**src/rtl/uk101_load_pkg.sv**
```systemverilog
// Shared types and constants for the UK101 load sequencer: FSM state encoding,
// ASCII control bytes and the baud gap cycle counts.
package uk101_load_pkg;

  typedef enum logic [2:0] {
    IDLE,
    FILE_WAIT,
    FILE_SEND,
    FILE_GAP,
    UART_PASS
  } load_state_t;

  localparam logic [7:0] ASCII_CR = 8'h0D;
  localparam logic [7:0] ASCII_LF = 8'h0A;

  // One 10-bit character time at the given baud rate.
  function automatic int unsigned gap_9600(input int unsigned clk_hz);
    return clk_hz * 10 / 9600;
  endfunction

  function automatic int unsigned gap_300(input int unsigned clk_hz);
    return clk_hz * 10 / 300;
  endfunction

  function automatic int unsigned gap_width(input int unsigned clk_hz,
                                            input int unsigned cr_extra);
    return $clog2(gap_300(clk_hz) + cr_extra + 1);
  endfunction

endpackage

```
**src/rtl/uk101_load_sequencer_if.sv**
```systemverilog
// Download/UART/ACIA byte bus of the load sequencer. The master is the
// surrounding system and the slave is the sequencer.
interface uk101_load_sequencer_if;
  logic       ioctl_download;
  logic       ioctl_wr;
  logic [7:0] ioctl_data;
  logic       ioctl_wait;
  logic       uart_rx_valid;
  logic [7:0] uart_rx_data;
  logic       rx_valid;
  logic [7:0] rx_data;
  logic       rx_ready;

  modport master (
    output ioctl_download, ioctl_wr, ioctl_data, uart_rx_valid, uart_rx_data, rx_ready,
    input  ioctl_wait, rx_valid, rx_data
  );

  modport slave (
    input  ioctl_download, ioctl_wr, ioctl_data, uart_rx_valid, uart_rx_data, rx_ready,
    output ioctl_wait, rx_valid, rx_data
  );
endinterface

```
**src/rtl/uk101_load_fifo.sv**
```systemverilog
// Synchronous byte FIFO buffering downloaded file bytes; push when full and
// pop when empty are ignored.
module uk101_load_fifo #(
  parameter int unsigned DEPTH = 16
) (
  input  logic                     clk,
  input  logic                     n_reset,
  input  logic                     push,
  input  logic [7:0]               din,
  input  logic                     pop,
  output logic [7:0]               dout,
  output logic [$clog2(DEPTH):0]   count,
  output logic                     full,
  output logic                     empty
);
  localparam int unsigned AW = $clog2(DEPTH);

  logic [7:0]    mem [DEPTH];
  logic [AW-1:0] wr_ptr;
  logic [AW-1:0] rd_ptr;
  logic          do_push;
  logic          do_pop;

  assign full    = (count == (AW + 1)'(DEPTH));
  assign empty   = (count == '0);
  assign do_push = push & ~full;
  assign do_pop  = pop & ~empty;
  assign dout    = mem[rd_ptr];

  always_ff @(posedge clk) begin
    if (do_push) mem[wr_ptr] <= din;
  end

  always_ff @(posedge clk or negedge n_reset) begin
    if (!n_reset) begin
      wr_ptr <= '0;
      rd_ptr <= '0;
      count  <= '0;
    end else begin
      if (do_push) wr_ptr <= wr_ptr + AW'(1);
      if (do_pop)  rd_ptr <= rd_ptr + AW'(1);
      case ({do_push, do_pop})
        2'b10:   count <= count + (AW + 1)'(1);
        2'b01:   count <= count - (AW + 1)'(1);
        default: count <= count;
      endcase
    end
  end
endmodule

```
**src/rtl/uk101_load_sequencer.sv**
```systemverilog
// Feeds the UK101 ACIA receive path from the HPS file loader (FIFO-buffered,
// baud-paced) or the UART. Optional macro UK101_LF_TO_CR_EN maps file LF to CR.
module uk101_load_sequencer
  import uk101_load_pkg::*;
#(
  parameter int unsigned CLK_HZ          = 48000000,
  parameter int unsigned FIFO_DEPTH      = 16,
  parameter int unsigned CR_EXTRA_CYCLES = 2400000
) (
  input  logic                         clk,
  input  logic                         n_reset,
  input  logic                         load_from,
  input  logic                         baud_rate,
  uk101_load_sequencer_if.slave        bus,
  output logic                         busy,
  output logic                         overflow
);
  localparam int unsigned GW = gap_width(CLK_HZ, CR_EXTRA_CYCLES);
  localparam int unsigned CW = $clog2(FIFO_DEPTH) + 1;
  // Loaded two short so the next rx_valid lands gap+1 cycles after the accept.
  localparam logic [GW-1:0] LOAD_9600 = GW'(gap_9600(CLK_HZ) - 2);
  localparam logic [GW-1:0] LOAD_300  = GW'(gap_300(CLK_HZ) - 2);
  localparam logic [GW-1:0] CR_EXTRA  = GW'(CR_EXTRA_CYCLES);

  load_state_t   state, state_n;
  logic [GW-1:0] gap_cnt, gap_n;
  logic [7:0]    data_q, data_n;
  logic          dl_q;
  logic          wait_q;
  logic          fifo_push, fifo_pop, fifo_full, fifo_empty;
  logic [7:0]    fifo_dout;
  logic [CW-1:0] fifo_count;
`ifdef UK101_LF_TO_CR_EN
  logic          prev_cr, prev_cr_n;
`endif

  assign fifo_push = bus.ioctl_wr & bus.ioctl_download &
                     ((state inside {FILE_WAIT, FILE_SEND, FILE_GAP}) ||
                      (state == IDLE && !load_from));

  uk101_load_fifo #(.DEPTH(FIFO_DEPTH)) u_fifo (
    .clk     (clk),
    .n_reset (n_reset),
    .push    (fifo_push),
    .din     (bus.ioctl_data),
    .pop     (fifo_pop),
    .dout    (fifo_dout),
    .count   (fifo_count),
    .full    (fifo_full),
    .empty   (fifo_empty)
  );

  assign bus.rx_valid   = (state == FILE_SEND) || (state == UART_PASS);
  assign bus.rx_data    = data_q;
  assign bus.ioctl_wait = wait_q;
  assign busy           = (state != IDLE);

  always_comb begin
    state_n  = state;
    gap_n    = gap_cnt;
    data_n   = data_q;
    fifo_pop = 1'b0;
`ifdef UK101_LF_TO_CR_EN
    prev_cr_n = prev_cr;
`endif
    case (state)
      IDLE: begin
        if (!load_from && bus.ioctl_download && !dl_q) begin
          state_n = FILE_WAIT;
`ifdef UK101_LF_TO_CR_EN
          prev_cr_n = 1'b0;
`endif
        end else if (load_from && bus.uart_rx_valid) begin
          state_n = UART_PASS;
          data_n  = bus.uart_rx_data;
        end
      end
      FILE_WAIT: begin
        if (!fifo_empty) begin
          fifo_pop = 1'b1;
`ifdef UK101_LF_TO_CR_EN
          // LF of a CRLF pair is swallowed without a send or a gap.
          if (prev_cr && fifo_dout == ASCII_LF) begin
            prev_cr_n = 1'b0;
          end else begin
            data_n    = (fifo_dout == ASCII_LF) ? ASCII_CR : fifo_dout;
            prev_cr_n = (data_n == ASCII_CR);
            state_n   = FILE_SEND;
          end
`else
          data_n  = fifo_dout;
          state_n = FILE_SEND;
`endif
        end else if (!bus.ioctl_download) begin
          state_n = IDLE;
        end
      end
      FILE_SEND: begin
        if (bus.rx_ready) begin
          state_n = FILE_GAP;
          gap_n   = (baud_rate ? LOAD_300 : LOAD_9600) +
                    ((data_q == ASCII_CR) ? CR_EXTRA : '0);
        end
      end
      FILE_GAP: begin
        if (gap_cnt == '0) state_n = FILE_WAIT;
        else               gap_n   = gap_cnt - GW'(1);
      end
      UART_PASS: begin
        if (bus.rx_ready) state_n = IDLE;
      end
      default: state_n = IDLE;
    endcase
  end

  always_ff @(posedge clk or negedge n_reset) begin
    if (!n_reset) begin
      state    <= IDLE;
      gap_cnt  <= '0;
      data_q   <= '0;
      dl_q     <= 1'b0;
      wait_q   <= 1'b0;
      overflow <= 1'b0;
`ifdef UK101_LF_TO_CR_EN
      prev_cr  <= 1'b0;
`endif
    end else begin
      state   <= state_n;
      gap_cnt <= gap_n;
      data_q  <= data_n;
      dl_q    <= bus.ioctl_download;
      wait_q  <= (fifo_count >= CW'(FIFO_DEPTH - 2));
      if (fifo_push && fifo_full) overflow <= 1'b1;
`ifdef UK101_LF_TO_CR_EN
      prev_cr <= prev_cr_n;
`endif
    end
  end
endmodule

```
**src/flat_wrapper.sv**
```systemverilog
// flat-port wrapper written by rule: the top's interface ports become plain ports
module uk101_load_sequencer_flat import uk101_load_pkg::*;
#(
  parameter int unsigned CLK_HZ          = 48000000,
  parameter int unsigned FIFO_DEPTH      = 16,
  parameter int unsigned CR_EXTRA_CYCLES = 2400000
)
  (clk, n_reset, load_from, baud_rate, busy, overflow, bus_ioctl_download, bus_ioctl_wr, bus_ioctl_data, bus_uart_rx_valid, bus_uart_rx_data, bus_rx_ready, bus_ioctl_wait, bus_rx_valid, bus_rx_data);
  uk101_load_sequencer_if bus_i ();
  input  logic clk;
  input  logic n_reset;
  input  logic load_from;
  input  logic baud_rate;
  output logic busy;
  output logic overflow;
  input wire logic [$bits(bus_i.ioctl_download)-1:0] bus_ioctl_download;
  input wire logic [$bits(bus_i.ioctl_wr)-1:0] bus_ioctl_wr;
  input wire logic [$bits(bus_i.ioctl_data)-1:0] bus_ioctl_data;
  input wire logic [$bits(bus_i.uart_rx_valid)-1:0] bus_uart_rx_valid;
  input wire logic [$bits(bus_i.uart_rx_data)-1:0] bus_uart_rx_data;
  input wire logic [$bits(bus_i.rx_ready)-1:0] bus_rx_ready;
  output wire logic [$bits(bus_i.ioctl_wait)-1:0] bus_ioctl_wait;
  output wire logic [$bits(bus_i.rx_valid)-1:0] bus_rx_valid;
  output wire logic [$bits(bus_i.rx_data)-1:0] bus_rx_data;
  assign bus_i.ioctl_download = bus_ioctl_download;
  assign bus_i.ioctl_wr = bus_ioctl_wr;
  assign bus_i.ioctl_data = bus_ioctl_data;
  assign bus_i.uart_rx_valid = bus_uart_rx_valid;
  assign bus_i.uart_rx_data = bus_uart_rx_data;
  assign bus_i.rx_ready = bus_rx_ready;
  assign bus_ioctl_wait = bus_i.ioctl_wait;
  assign bus_rx_valid = bus_i.rx_valid;
  assign bus_rx_data = bus_i.rx_data;
  uk101_load_sequencer #(.CLK_HZ(CLK_HZ), .FIFO_DEPTH(FIFO_DEPTH), .CR_EXTRA_CYCLES(CR_EXTRA_CYCLES)) u_core (.clk(clk), .n_reset(n_reset), .load_from(load_from), .baud_rate(baud_rate), .bus(bus_i), .busy(busy), .overflow(overflow));
endmodule
```
**config.mk**
```make
export PLATFORM = sky130hd
export DESIGN_NAME = uk101_load_sequencer_flat
export DESIGN_NICKNAME = d
export VERILOG_FILES = /design/src/rtl/uk101_load_pkg.sv /design/src/rtl/uk101_load_sequencer_if.sv /design/src/rtl/uk101_load_fifo.sv /design/src/rtl/uk101_load_sequencer.sv /design/src/flat_wrapper.sv
export SDC_FILE = /design/constraint.sdc
export NUM_CORES = 1
export LEC_CHECK = 0
export ABC_CLOCK_PERIOD_IN_PS = 2700
export CORE_MARGIN = 4
export CORE_UTILIZATION = 40
export DETAILED_ROUTE_END_ITERATION = 8
export HOLD_SLACK_MARGIN = 0.1
export SYNTH_ARGS = -nofsm -noshare
export SYNTH_HDL_FRONTEND = slang
export SYNTH_SLANG_ARGS = --single-unit
```
**constraint.sdc**
```tcl
create_clock -name clk -period 2.7 [get_ports clk]
set_input_delay 0.54 -clock clk [delete_from_list [all_inputs] [get_ports clk]]
set_output_delay 0.54 -clock clk [all_outputs]
set_load 0.01 [all_outputs]
```
Yosys cells after proc, flatten, opt, wreduce, memory -nomap -nowiden
Memories as Yosys holds them, arrays and structs flattened.
Cells that the tools add are included.
- flip-flop bits (word level): 49
- memory bits (writable): 128
- input port bits: 24
- output and inout port bits: 12
- memories kept: 1
- memory list (name ; depth ; width ; rd ports ; clocked after memory_dff ; write ports ; RTL line ; text):
    u_core.u_fifo.mem ; 16 ; 8 ; 1 ; 0 ; 1 ; uk101_load_fifo.sv:18 ; logic [7:0] mem [DEPTH];
- add/sub/neg operators: 6
- magnitude comparators: 1
- equality and inequality tests: 17
- multiplexer cells: 22
- bitwise logic cells: 6
- reductions and logical operators: 20
- operator list (kind ; count):
    $mux 22 ; 3
    $pmux 22 s2 ; 1
    $mux 8 ; 3
    $add 22x22->22 ; 1
    $logic_not 22->1 ; 1
    $sub 22x1->22 const B ; 1
    $mux 21 ; 1
    $mux 3 ; 7
    $pmux 8 s2 ; 1
    $pmux 3 s5 ; 1
    $ne 2x2->1 const B ; 7
    $pmux 5 s2 ; 1
    $add 4x1->4 const B ; 2
    $eq 8x4->1 const B ; 1
    $eq 3x2->1 const B ; 2
    $ne 3x3->1 const B ; 2
    $reduce_bool 2->1 ; 3
    $reduce_bool 3->1 ; 2
    $add 5x1->5 const B ; 1
    $eq 5x5->1 const B ; 1
    $ge 5x4->1 const B ; 1
    $logic_and 1x1->1 ; 5
    $logic_not 5->1 ; 1
    $reduce_and 5->1 ; 1
    other kinds (13) ; 22

Logic depth before layout (Yosys ltp)
Gate-level depths: netlist (run 1).
- depth after elaboration: 7
- gate-level depth with buffers: 14
- depth with buffers taken out: 12

Modules after synthesis
Synthesis (run 1) repeated with hierarchy kept, for this count alone.
- cells, all modules: 571
- area, all modules: 8008.9 µm²
- by module, submodules not included (module ; times used ; cells each ; area an instance (µm²)):
    uk101_load_fifo ; 1 ; 332 ; 5779.3
    uk101_load_sequencer ; 1 ; 239 ; 2229.6

Worst setup path after synthesis (run 1)
Ideal clock, no wire load.
- kind: input to register
- start point: input bus_ioctl_wr
- end point: register u_core.u_fifo.count[4]
- setup time: 0.124 ns
- arrival time: 2.721 ns
- required time: 2.576 ns
- path slack: -0.145 ns
- stages: 13
- buffers on the path: 1
- cell sequence: nand2_1 a211oi_1 a21boi_2 inv_1 ha_1 clkbuf_1 xor2_1 ha_1 o21a_1 o221ai_1 and3_1 o21bai_1 xnor2_1
- longest elaborated chain between the ends: 5
- elaborated cells between the ends (all ways): 7
- classes of those cells: eq/ne (2); mux (1); bitwise (3); reduce/logical (1)
- RTL lines (element ; RTL line ; text):
    start: declaration ; flat_wrapper.sv:17 ; input wire logic [$bits(bus_i.ioctl_wr)-1:0] bus_ioctl_wr;
    $and 1x1->1 (*) (2 in a row) ; uk101_load_sequencer.sv:37 ; assign fifo_push = bus.ioctl_wr & bus.ioctl_download &
    $and 1x1->1 (*) ; uk101_load_fifo.sv:26 ; assign do_push = push & ~full;
    $eq 2x1->1 / $eq 2x2->1 (equally long branches) ; uk101_load_fifo.sv:42 ; case ({do_push, do_pop})
    $pmux 5 s2 / $reduce_bool 2->1 (equally long branches) ; n/a ;
    end signal: assignment ; uk101_load_fifo.sv:43 ; 2'b10: count <= count + (AW + 1)'(1);
    end signal: assignment ; uk101_load_fifo.sv:44 ; 2'b01: count <= count - (AW + 1)'(1);
    end signal: assignment ; uk101_load_fifo.sv:45 ; default: count <= count;
    end: declaration ; uk101_load_fifo.sv:12 ; output logic [$clog2(DEPTH):0] count,
Mark *: on every way between the ends. The rest lies on a longest branch, timed or not.
A chain may end at the register's enable or synchronous reset.

Worst setup path after layout (run 1)
Ends and elaborated chain as after synthesis.

==> results of run 1 <==
-- sequential cells by signal, summed over array words and instances, names as in the netlist --
signal	cells
u_core.bus.rx_data	8
u_core.bus.ioctl_wait	1
u_core.u_fifo.count	5
u_core.state	3
u_core.dl_q	1
u_core.u_fifo.wr_ptr	4
u_core.gap_cnt	22
u_core.overflow	1
u_core.u_fifo.mem	128
u_core.u_fifo.rd_ptr	4
-- power by group through the flow --
stage	Sequential [mW]	Clock (mW)	Combinational (mW)
after floorplan	3.22	0	0.386
after global placement	3.28	0	0.556
after detailed placement	3.30	0	0.588
after CTS	3.24	2.56	0.592
after global routing	3.27	2.68	0.674
final	3.25	2.50	0.609
-- cell usage after synthesis, types with 2 or more instances --
library cell | instances | area [um^2]
a211oi_1 | 3 | 22.5
a21boi_0 | 2 | 15.0
a21o_1 | 2 | 15.0
a21oi_1 | 38 | 190
a22oi_1 | 18 | 135
a31o_2 | 2 | 17.5
a31oi_1 | 7 | 43.8
a41oi_1 | 2 | 17.5
and2_1 | 3 | 18.8
buf_1 | 4 | 15.0
buf_2 | 12 | 60.1
buf_4 | 2 | 15.0
clkbuf_1 | 11 | 41.3
dfrtp_1 | 49 | 1230
edfxtp_1 | 128 | 3840
ha_1 | 14 | 175
inv_1 | 13 | 48.8
mux2_2 | 2 | 22.5
mux2i_1 | 4 | 40.0
mux4_2 | 32 | 721
nand2_1 | 24 | 90.1
nand2b_1 | 2 | 12.5
nand3_1 | 6 | 30.0
nand4_1 | 4 | 25.0
nor2_1 | 40 | 150
nor2b_1 | 3 | 18.8
nor3_1 | 14 | 70.1
nor4_1 | 4 | 25.0
nor4_4 | 3 | 63.8
o21a_1 | 8 | 60.1
o21ai_0 | 16 | 80.1
o21bai_1 | 2 | 15.0
o22a_1 | 2 | 17.5
o22ai_1 | 2 | 12.5
o311ai_0 | 2 | 17.5
o31ai_1 | 2 | 15.0
or3_1 | 3 | 18.8
or4_1 | 3 | 22.5
xnor2_1 | 9 | 78.8
xor2_1 | 5 | 43.8
-- what timing repair did --
item,in CTS,in global routing
hold endpoints to repair,0,0
setup buffers,0,2
gates resized for setup,0,5
setup endpoints to repair,0,2
-- cells in the final DEF, fill, tap and decap left out, types with 5 or more instances in the layout --
master           Yosys  layout
a21oi_1             38      38
a22oi_1             18      18
a31oi_1              7       7
buf_4                2      39
clkbuf_16            0      17
clkdlybuf4s50_1      0      33
dfrtp_1             49      47
edfxtp_1           128     128
ha_1                14      12
inv_1               13      13
inv_8                0       5
mux4_2              32      32
nand2_1             24      24
nand3_1              6       6
nor2_1              40      40
nor3_1              14      14
o21a_1               8       8
o21ai_0             16      16
xnor2_1              9       9
xor2_1               5       5
-- per-stage QoR --
step	cell area, um^2	TNS [ns]	hold slack (ns)	cells
after detailed placement	8690	-0.645	0.482	834
after global placement	8690	-0.380	0.456	834
after CTS	9310	0	0.105	866
after global routing	9340	-0.0172	0.135	868
after floorplan	7860	0	0.244	530
final	9340	0	0.0958	868
-- how the worst min path moves through the flow --
stage / cells after the start / slack, ns / from / endpoint
after floorplan: 0 / 0.24 / n_reset / u_core.bus.ioctl_wait$_DFF_PN0_
after global placement: 1 / 0.46 / u_core.overflow$_DFFE_PN0P_ / u_core.overflow$_DFFE_PN0P_
after detailed placement: 1 / 0.48 / u_core.overflow$_DFFE_PN0P_ / u_core.overflow$_DFFE_PN0P_
after CTS: 1 / 0.11 / n_reset / u_core.u_fifo.count[3]$_DFFE_PN0P_
after global routing: 1 / 0.13 / n_reset / u_core.u_fifo.count[3]$_DFFE_PN0P_
final: 1 / 0.1 / n_reset / u_core.u_fifo.count[3]$_DFFE_PN0P_
-- final cells by class --
type | instances | area, um^2
clock buffer | 17 | 425
clock inverter | 15 | 188
fill | 1615 | 9610
inverter | 13 | 48.8
multi-input combinational | 310 | 2600
sequential | 177 | 5070
tap | 260 | 325
timing repair buffer | 76 | 681
-- kinds of logic (layout without fill, tap and decap cells) --
group           Yosys count  in the layout  share of synthesized area, %
xor+xnor                 14             14                          1.57
compound gates          120            120                          10.2
buf+inv                  43            121                          2.37
fa+ha+maj                14             14                          2.24
simple gates            124            124                          8.83
mux                      38             38                          10.0
flops                   177            177                          64.8
-- routing by layer --
metal	global-route usage, %	vias to the layer above	wire (um)
li1	-	2200	-
met1	22.2	2382	7670
met2	25.8	124	8270
met3	3.59	16	783
met4	4.43	0	225
met5	0	-	0
==> results.json, run 1 <==
{
  "outcome": "finished, final reports clean",
  "crit_start": "bus_ioctl_wr",
  "crit_arrival_ns": 2.89,
  "slowest_delay_ns": 0.46,
  "nNetsFinal": 633,
  "cts_buffer_depth": 2,
  "place_ws_ns": -0.375,
  "drt_wl_total_um": 17000,
  "drt_pass1_iterations": 5,
  "cpMaxStageDelayCell": "clkdlybuf4s50_1",
  "power_mw": 6.36,
  "combPwrFrac_pct": 9.6,
  "power_density_mw_per_mm2": 680,
  "crit_chain": "clkdlybuf4s50_1 -> nand2_1 -> a211oi_2 -> a21boi_4 -> inv_1 -> ha_2 -> xor2_1 -> ha_2 -> a21boi_4 -> o221ai_2 -> and3_1 -> o21bai_1 -> xnor2_1",
  "cp-start-kind": "input port",
  "cts_hold_buf": 0,
  "worstSkewPairLatency_ns": 0.43,
  "clockRootBuffer": "clkbuf_16",
  "io_buffers": 35,
  "synth_edf_count": 128,
  "ff2ff_setup_slack_ns": 0.18,
  "gp_congestion": 0.892,
  "hold_violations": 0,
  "die_w_um": 148,
  "cp_num_buf_inv": 2,
  "critical_path_class": "input port to flip-flop",
  "track_usage_pct": 16.0,
  "path_clk_slew_ns": 0.08,
  "post-route-period-util_pct": 93.6,
  "ios": 36,
  "worstPathRequired_ns": 3.06,
  "crit_end": "u_core.u_fifo.count[4]$_DFFE_PN0P_",
  "wire_per_inst_um": 19.5,
  "antenna_left": 0,
  "r2r-start": "u_core.u_fifo.count[2]$_DFFE_PN0P_",
  "grt_pass1_vias": 4848,
  "layout_setup_ws_ns": 0.173,
  "ys_seq_area_share_pct": 64.8,
  "peakVddDrop_v": 0.000423,
  "core_mm2": 0.0190,
  "grt_overflow": 0,
  "path_max_fanout": 3,
  "maxCapViolations": 0,
  "rows": 50,
  "rr_worst_depth": 12,
  "switching_share_pct": 25.9,
  "die_h_um": 148,
  "dieArea_mm2": 0.0219,
  "grt_pass1_wl_um": 27100,
  "synth_fp_nets": 568,
  "crit_family": "compound AO/OA/AOI/OAI gates",
  "ctsHtreeMaxLevel": 4,
  "p_leak_nw": 3.31,
  "fmaxAchievable_mhz": 396,
  "sequentialPowerShare_pct": 51.1,
  "antenna_found_initial": 0,
  "grt_max_degree": 36,
  "netlist_instances": 530,
  "yosysUniqueCellTypes": 68,
  "ys_ff_latch": 177,
  "worstMarginPinSlew_ns": 0.752,
  "via_per_inst": 5.44,
  "netlist_area_mm2": 0.00782,
  "relSlewSlack_pct": 49.7,
  "cts_tree": "yes",
  "antennaDiodeCount": 0,
  "crit_cells": 13,
  "utilization_pct": 49.3,
  "rr_endpoint": "u_core.u_fifo.count[4]$_DFFE_PN0P_",
  "numCtsBuffers": 17,
  "area_delta_synth_final_pct": 19.4,
  "synth_async_sr_flop_share_pct": 27.7,
  "setup_viol_count_final": 0,
  "num_vias": 4722,
  "p_switching_mw": 1.64,
  "avgSynthCellArea_um2": 14.8,
  "p_int_mw": 4.71,
  "hpwl_um": 11300,
  "min_path_type": "input port to asynchronous set/reset pin",
  "finalCriticalPeriod_ns": 2.53,
  "clock-sinks": 177,
  "skew_ns": 0.0182,
  "start_util_pct": 41.3,
  "drive_gt1_share_pct": 21.7,
  "cp-end-kind": "flip-flop",
  "clock_power_share_pct": 39.3,
  "drv_slew": 0,
  "ys.flop_type": "edfxtp_1",
  "drc": 0,
  "ys_warn_count": 0,
  "drt_iter0_drc": 263
}
Note: power is estimated with default switching activity, not from simulation.
==> run 2, diff against run 1 <==
--- a/config.mk
+++ b/config.mk
@@ -6,7 +6,6 @@
 export NUM_CORES = 1
 export LEC_CHECK = 0
 export ABC_CLOCK_PERIOD_IN_PS = 2700
-export CORE_MARGIN = 4
 export CORE_UTILIZATION = 40
 export DETAILED_ROUTE_END_ITERATION = 8
 export HOLD_SLACK_MARGIN = 0.1
==> results.json, run 2 (synthesis gave the netlist of run 1 again) <==
{
  "cp-start-kind": "input port",
  "drive_gt1_share_pct": 21.8,
  "die_w_um": 142,
  "fmaxAchievable_mhz": 391,
  "min_path_cells": 1,
  "layout_common_cells": "edfxtp_1, dfrtp_1, buf_4",
  "dieArea_mm2": 0.0201,
  "maxCapViolations": 0,
  "place_area_mm2": 0.00869,
  "layout_commonest_cell": "edfxtp_1",
  "crit_start": "bus_ioctl_download",
  "largest_reg_flops": 128,
  "num_vias": 4787,
  "antenna_left": 0,
  "skew_ns": 0.0225,
  "ios": 36,
  "grt_pass1_wl_um": 27000,
  "gp_congestion": 0.865,
  "critical_path_class": "input port to flip-flop",
  "worstMarginPinSlew_ns": 0.721,
  "min_path_type": "flip-flop to flip-flop",
  "combPwrFrac_pct": 9.3,
  "worstPathRequired_ns": 3.06,
  "core_mm2": 0.0190,
  "sequentialPowerShare_pct": 50.2,
  "clock-sinks": 177,
  "crit_end": "u_core.u_fifo.count[4]$_DFFE_PN0P_",
  "clockRootBuffer": "clkbuf_16",
  "die_h_um": 142,
  "wire_per_inst_um": 19.4,
  "antenna_found_initial": 0,
  "drv_slew": 0,
  "crit_arrival_ns": 2.92,
  "rows": 50,
  "clock_power_share_pct": 40.4,
  "numCtsBuffers": 17,
  "rr_endpoint": "u_core.u_fifo.count[4]$_DFFE_PN0P_",
  "worstSkewPairLatency_ns": 0.44,
  "p_int_mw": 4.80,
  "antennaDiodeCount": 0,
  "p_switching_mw": 1.64,
  "outcome": "finished, final reports clean",
  "area_delta_synth_final_pct": 19.6,
  "drt_iter0_drc": 350,
  "cp-end-kind": "flip-flop",
  "nNetsFinal": 636,
  "relSlewSlack_pct": 51.8,
  "largest-register": "u_core.u_fifo.mem",
  "peakVddDrop_v": 0.000404,
  "design_area_mm2": 0.00936,
  "r2r-start": "u_core.u_fifo.count[2]$_DFFE_PN0P_",
  "drc": 0,
  "start_util_pct": 41.3,
  "ff2ff_setup_slack_ns": 0.15,
  "p_leak_nw": 3.33,
  "finalCriticalPeriod_ns": 2.56,
  "io_buffers": 35,
  "path_max_fanout": 3,
  "rr_worst_depth": 12,
  "power_density_mw_per_mm2": 688,
  "via_per_inst": 5.50,
  "setup_viol_count_final": 0,
  "hpwl_um": 11100,
  "cts_tree": "yes",
  "switching_share_pct": 25.4,
  "drt_wl_total_um": 16900,
  "hold_violations": 0,
  "grt_overflow": 0,
  "track_usage_pct": 18.2,
  "tns_ns": 0,
  "grt_max_degree": 36,
  "cts_buffer_depth": 2,
  "post-route-period-util_pct": 94.7,
  "path_clk_slew_ns": 0.07,
  "grt_pass1_vias": 4860,
  "drt_pass1_iterations": 5,
  "ctsHtreeMaxLevel": 4
}
==> run 2: layer usage <==
| metal | wire [um] | GRT usage, % | up-vias |
|---|---|---|---|
| met5 | 0 | 0 | - |
| met4 | 446 | 8.43 | 0 |
| met3 | 716 | 3.61 | 29 |
| met2 | 8190 | 28.7 | 130 |
| met1 | 7540 | 24.4 | 2420 |
| li1 | - | - | 2208 |
==> run 2: timing repair <==
item | CTS | global route
hold buffers | 1 | 0
buffers inserted | 0 | 3
endpoints found under the setup margin | 0 | 1
resized for setup | 0 | 1
endpoints found under the hold margin | 16 | 0
==> run 2: cell type report <==
type	count	area, um^2
clock buffers	17	425
repair buffers	79	691
multi-input cells	310	2580
fillers	1579	9600
inverters	13	48.8
clock inverters	15	210
well taps	260	325
flip-flops and latches	177	5070
==> run 2: power groups by stage <==
stage | Combinational, mW | Clock (mW) | Sequential, mW
floorplan | 0.386 | 0 | 3.22
global placement | 0.556 | 0 | 3.28
detailed placement | 0.586 | 0 | 3.29
CTS | 0.588 | 2.65 | 3.23
global route | 0.664 | 2.78 | 3.26
finish | 0.602 | 2.61 | 3.24
==> run 2: worst min-delay path by stage <==
stage,start,slack [ns],to
2_1_floorplan,n_reset,0.24,u_core.bus.ioctl_wait$_DFF_PN0_
3_3_place_gp,u_core.overflow$_DFFE_PN0P_,0.46,u_core.overflow$_DFFE_PN0P_
3_5_place_dp,u_core.overflow$_DFFE_PN0P_,0.47,u_core.overflow$_DFFE_PN0P_
4_1_cts,u_core.overflow$_DFFE_PN0P_,0.49,u_core.overflow$_DFFE_PN0P_
5_1_grt,u_core.overflow$_DFFE_PN0P_,0.53,u_core.overflow$_DFFE_PN0P_
6_report,u_core.overflow$_DFFE_PN0P_,0.48,u_core.overflow$_DFFE_PN0P_
==> run 2: stage by stage <==
stage / hold slack, ns / cells / setup WS (ns) / total power, mW / utilization [%]
after floorplan: 0.244 / 530 / 0.0272 / 3.61 / -
after global placement: 0.455 / 835 / -0.281 / 3.84 / 45.8
after detailed placement: 0.474 / 835 / -0.321 / 3.88 / 45.8
after CTS: 0.491 / 868 / 0.109 / 6.48 / 49.2
after global routing: 0.529 / 871 / -0.0368 / 6.70 / 49.4
final: 0.479 / 871 / 0.143 / 6.44 / 49.4
==> run 2: worst max-delay path: stages <==
cell and delay [ns]:
clkdlybuf4s50_1 0.48, nand2_1 0.07, a211oi_2 0.18, a21boi_4 0.21, inv_1 0.07, ha_2 0.18
xor2_1 0.17, ha_2 0.22, a21boi_1 0.17, o221ai_1 0.17, and3_1 0.18, o21bai_1 0.16
xnor2_1 0.13
==> run 3, diff against run 2 <==
--- a/config.mk
+++ b/config.mk
@@ -6,9 +6,11 @@
 export NUM_CORES = 1
 export LEC_CHECK = 0
 export ABC_CLOCK_PERIOD_IN_PS = 2700
-export CORE_UTILIZATION = 40
+export CORE_UTILIZATION = 55
 export DETAILED_ROUTE_END_ITERATION = 8
 export HOLD_SLACK_MARGIN = 0.1
+export PLACE_DENSITY = 0.76
 export SYNTH_ARGS = -nofsm -noshare
 export SYNTH_HDL_FRONTEND = slang
+export SYNTH_HIERARCHICAL = 1
 export SYNTH_SLANG_ARGS = --single-unit
==> results.json, run 3 <==
{
  "multi_input_area_mm2": 0.00270,
  "grt_overflow": 0,
  "clock-sinks": 177,
  "peakVddDrop_v": 0.000549,
  "grt_pass1_wl_um": 27400,
  "skew_ns": 0.0110,
  "r2r-start": "u_core/u_fifo/count[0]$_DFFE_PN0P_",
  "avgSynthCellArea_um2": 14.0,
  "grt_pass1_vias": 5061,
  "gp_congestion": 0.871,
  "drive_gt1_share_pct": 19.4,
  "die_h_um": 123,
  "cp-start-kind": "flip-flop",
  "largest_reg_flops": 128,
  "via_per_inst": 6.28,
  "crit_end": "u_core/u_fifo/count[4]$_DFFE_PN0P_",
  "clockRootBuffer": "clkbuf_16",
  "place_inst": 797,
  "drt_iter0_drc": 555,
  "io_buffers": 35,
  "layout_commonest_cell": "edfxtp_1",
  "hold_violations": 0,
  "ys_warn_count": 6,
  "tns_ns": 0,
  "power_density_mw_per_mm2": 1050,
  "path_clk_slew_ns": 0.07,
  "layout_common_cells": "edfxtp_1, dfrtp_1, buf_4",
  "drt_pass1_iterations": 5,
  "grt_max_degree": 52,
  "critical_path_class": "flip-flop to flip-flop",
  "synth_edf_count": 128,
  "area_delta_synth_final_pct": 17.0,
  "power_mw": 9.82,
  "yosys.cell_count.top_type": "edfxtp_1",
  "antenna_found_initial": 0,
  "synth_top_area_cell": "edfxtp_1",
  "worstSkewPairLatency_ns": 0.43,
  "worstPathRequired_ns": 3.02,
  "core_mm2": 0.0140,
  "synth_area_leaders": "edfxtp_1, dfrtp_1, mux4_2, mux2i_1, o21ai_0",
  "die_w_um": 123,
  "cp-end-kind": "flip-flop",
  "netlist_instances": 571,
  "wire_per_inst_um": 20.6,
  "antenna_left": 0,
  "finalCriticalPeriod_ns": 2.60,
  "rr_endpoint": "u_core/u_fifo/count[4]$_DFFE_PN0P_",
  "hpwl_um": 11400,
  "crit_arrival_ns": 2.92,
  "track_usage_pct": 24.9,
  "layout_setup_ws_ns": 0.0974,
  "fin_cells": 831,
  "start_util_pct": 57.0,
  "netlist_area_mm2": 0.00801,
  "drv_slew": 0,
  "place_ws_ns": -0.391,
  "num_vias": 5219,
  "worstMarginPinSlew_ns": 0.675,
  "largest-register": "u_core/u_fifo/mem",
  "ys.flop_type": "edfxtp_1",
  "drt_wl_total_um": 17200,
  "setup_viol_count_final": 0,
  "rows": 43,
  "drc": 0,
  "path_max_fanout": 3,
  "yosys-top-cells-count": "edfxtp_1, dfrtp_1, nand2_1",
  "post-route-period-util_pct": 96.4,
  "ys_ff_latch": 177,
  "synth_async_sr_flop_share_pct": 27.7,
  "maxCapViolations": 0,
  "ios": 36,
  "p_leak_nw": 3.43,
  "min_path_type": "input port to asynchronous set/reset pin",
  "antennaDiodeCount": 0,
  "synth_fp_nets": 610,
  "seq_area_mm2": 0.00507,
  "numCtsBuffers": 17,
  "outcome": "finished, final reports clean",
  "nNetsFinal": 677,
  "yosys.area.top_type_share_pct": 48.0,
  "n_fill_cell": 959,
  "ctsHtreeMaxLevel": 4,
  "ff2ff_setup_slack_ns": 0.1,
  "cts_tree": "yes",
  "yosysUniqueCellTypes": 64,
  "crit_start": "u_core/u_fifo/count[0]$_DFFE_PN0P_",
  "rr_worst_depth": 11,
  "ys_seq_area_share_pct": 63.3,
  "relSlewSlack_pct": 54.9,
  "dieArea_mm2": 0.0150,
  "cts_buffer_depth": 2,
  "utilization_pct": 66.7,
  "fmaxAchievable_mhz": 384
}
run 3: changes by cell type after synthesis, sizes merged, moves of 9 or more:
cell   previous run  this run
nand2            24        40
mux4             32        16
a21oi            40        19
o21ai            17        38
a22oi            18         9
mux2i             4        34
nor2             41        31
run 3: cell families (layout without fill, tap and decap cells):
family | count (synthesis) | after routing | share of synthesized area [%]
DFF | 177 | 177 | 63.3
and+or+nand+nor | 134 | 134 | 8.94
AOI/OAI and AO/OA | 122 | 122 | 10.3
muxes | 60 | 60 | 10.2
buffers and inverters | 49 | 129 | 3.30
adders and majority gates | 15 | 15 | 2.44
xor gates and xnor gates | 14 | 14 | 1.53
run 3: per-layer routing:
| layer | vias up | global-route usage [%] | part of all wire (%) | routed length (um) |
|---|---|---|---|---|
| li1 | 2343 | - | - | - |
| met1 | 2583 | 34.1 | 41 | 7060 |
| met2 | 254 | 39.2 | 48 | 8280 |
| met3 | 39 | 5.58 | 8.5 | 1450 |
| met4 | 0 | 8.92 | 2.1 | 356 |
| met5 | - | 0 | 0 | 0 |
run 3: critical path: stages, from the launching register on:
cell and delay [ns]:
dfrtp_1 0.40, nor4_2 0.33, and2b_1 0.19, nor3_1 0.05, nor2b_2 0.18, ha_4 0.17, ha_1 0.28, nor2b_1 0.13
o21ai_1 0.16, a21oi_1 0.10, or3b_1 0.37, xnor2_1 0.13
run 3: how the worst min path moves through the flow:
stage	startpoint	end	slack [ns]	cells past startpoint
2_1_floorplan	n_reset	u_core/bus.ioctl_wait$_DFF_PN0_	0.24	0
3_3_place_gp	u_core/overflow$_DFFE_PN0P_	u_core/overflow$_DFFE_PN0P_	0.45	1
3_5_place_dp	u_core/overflow$_DFFE_PN0P_	u_core/overflow$_DFFE_PN0P_	0.45	1
4_1_cts	n_reset	u_core/gap_cnt[6]$_DFFE_PN0P_	0.10	1
5_1_grt	n_reset	u_core/gap_cnt[6]$_DFFE_PN0P_	0.14	1
6_report	n_reset	u_core/gap_cnt[6]$_DFFE_PN0P_	0.1	1
run 3: what timing repair did:
action / in CTS / in global routing
setup buffers: 0 / 2
hold buffers: 0 / 0
resized for setup: 0 / 8
endpoints found under the setup margin: 0 / 2
run 3: area by class of cell:
cell class              instances  share of cell area (%)
multi-input cells             345                    28.9
clock inverters                14                    1.70
flip-flops and latches        177                    54.1
repair buffers                 82                    7.72
inverters                      15                   0.601
clock buffers                  18                    4.58
well taps                     180                    2.40
run 3: where the power goes:
group,internal (mW),switching [mW],leakage [nW]
Combinational,1.66,1.93,1.40
Clock,1.32,1.11,0.289
Sequential,3.36,0.443,1.74
run 3: through the flow:
stage | cell area, um^2 | hold slack [ns]
after floorplan | 8010 | 0.244
after global placement | 8740 | 0.448
after detailed placement | 8740 | 0.448
after CTS | 9330 | 0.104
after global routing | 9370 | 0.140
final | 9370 | 0.0965
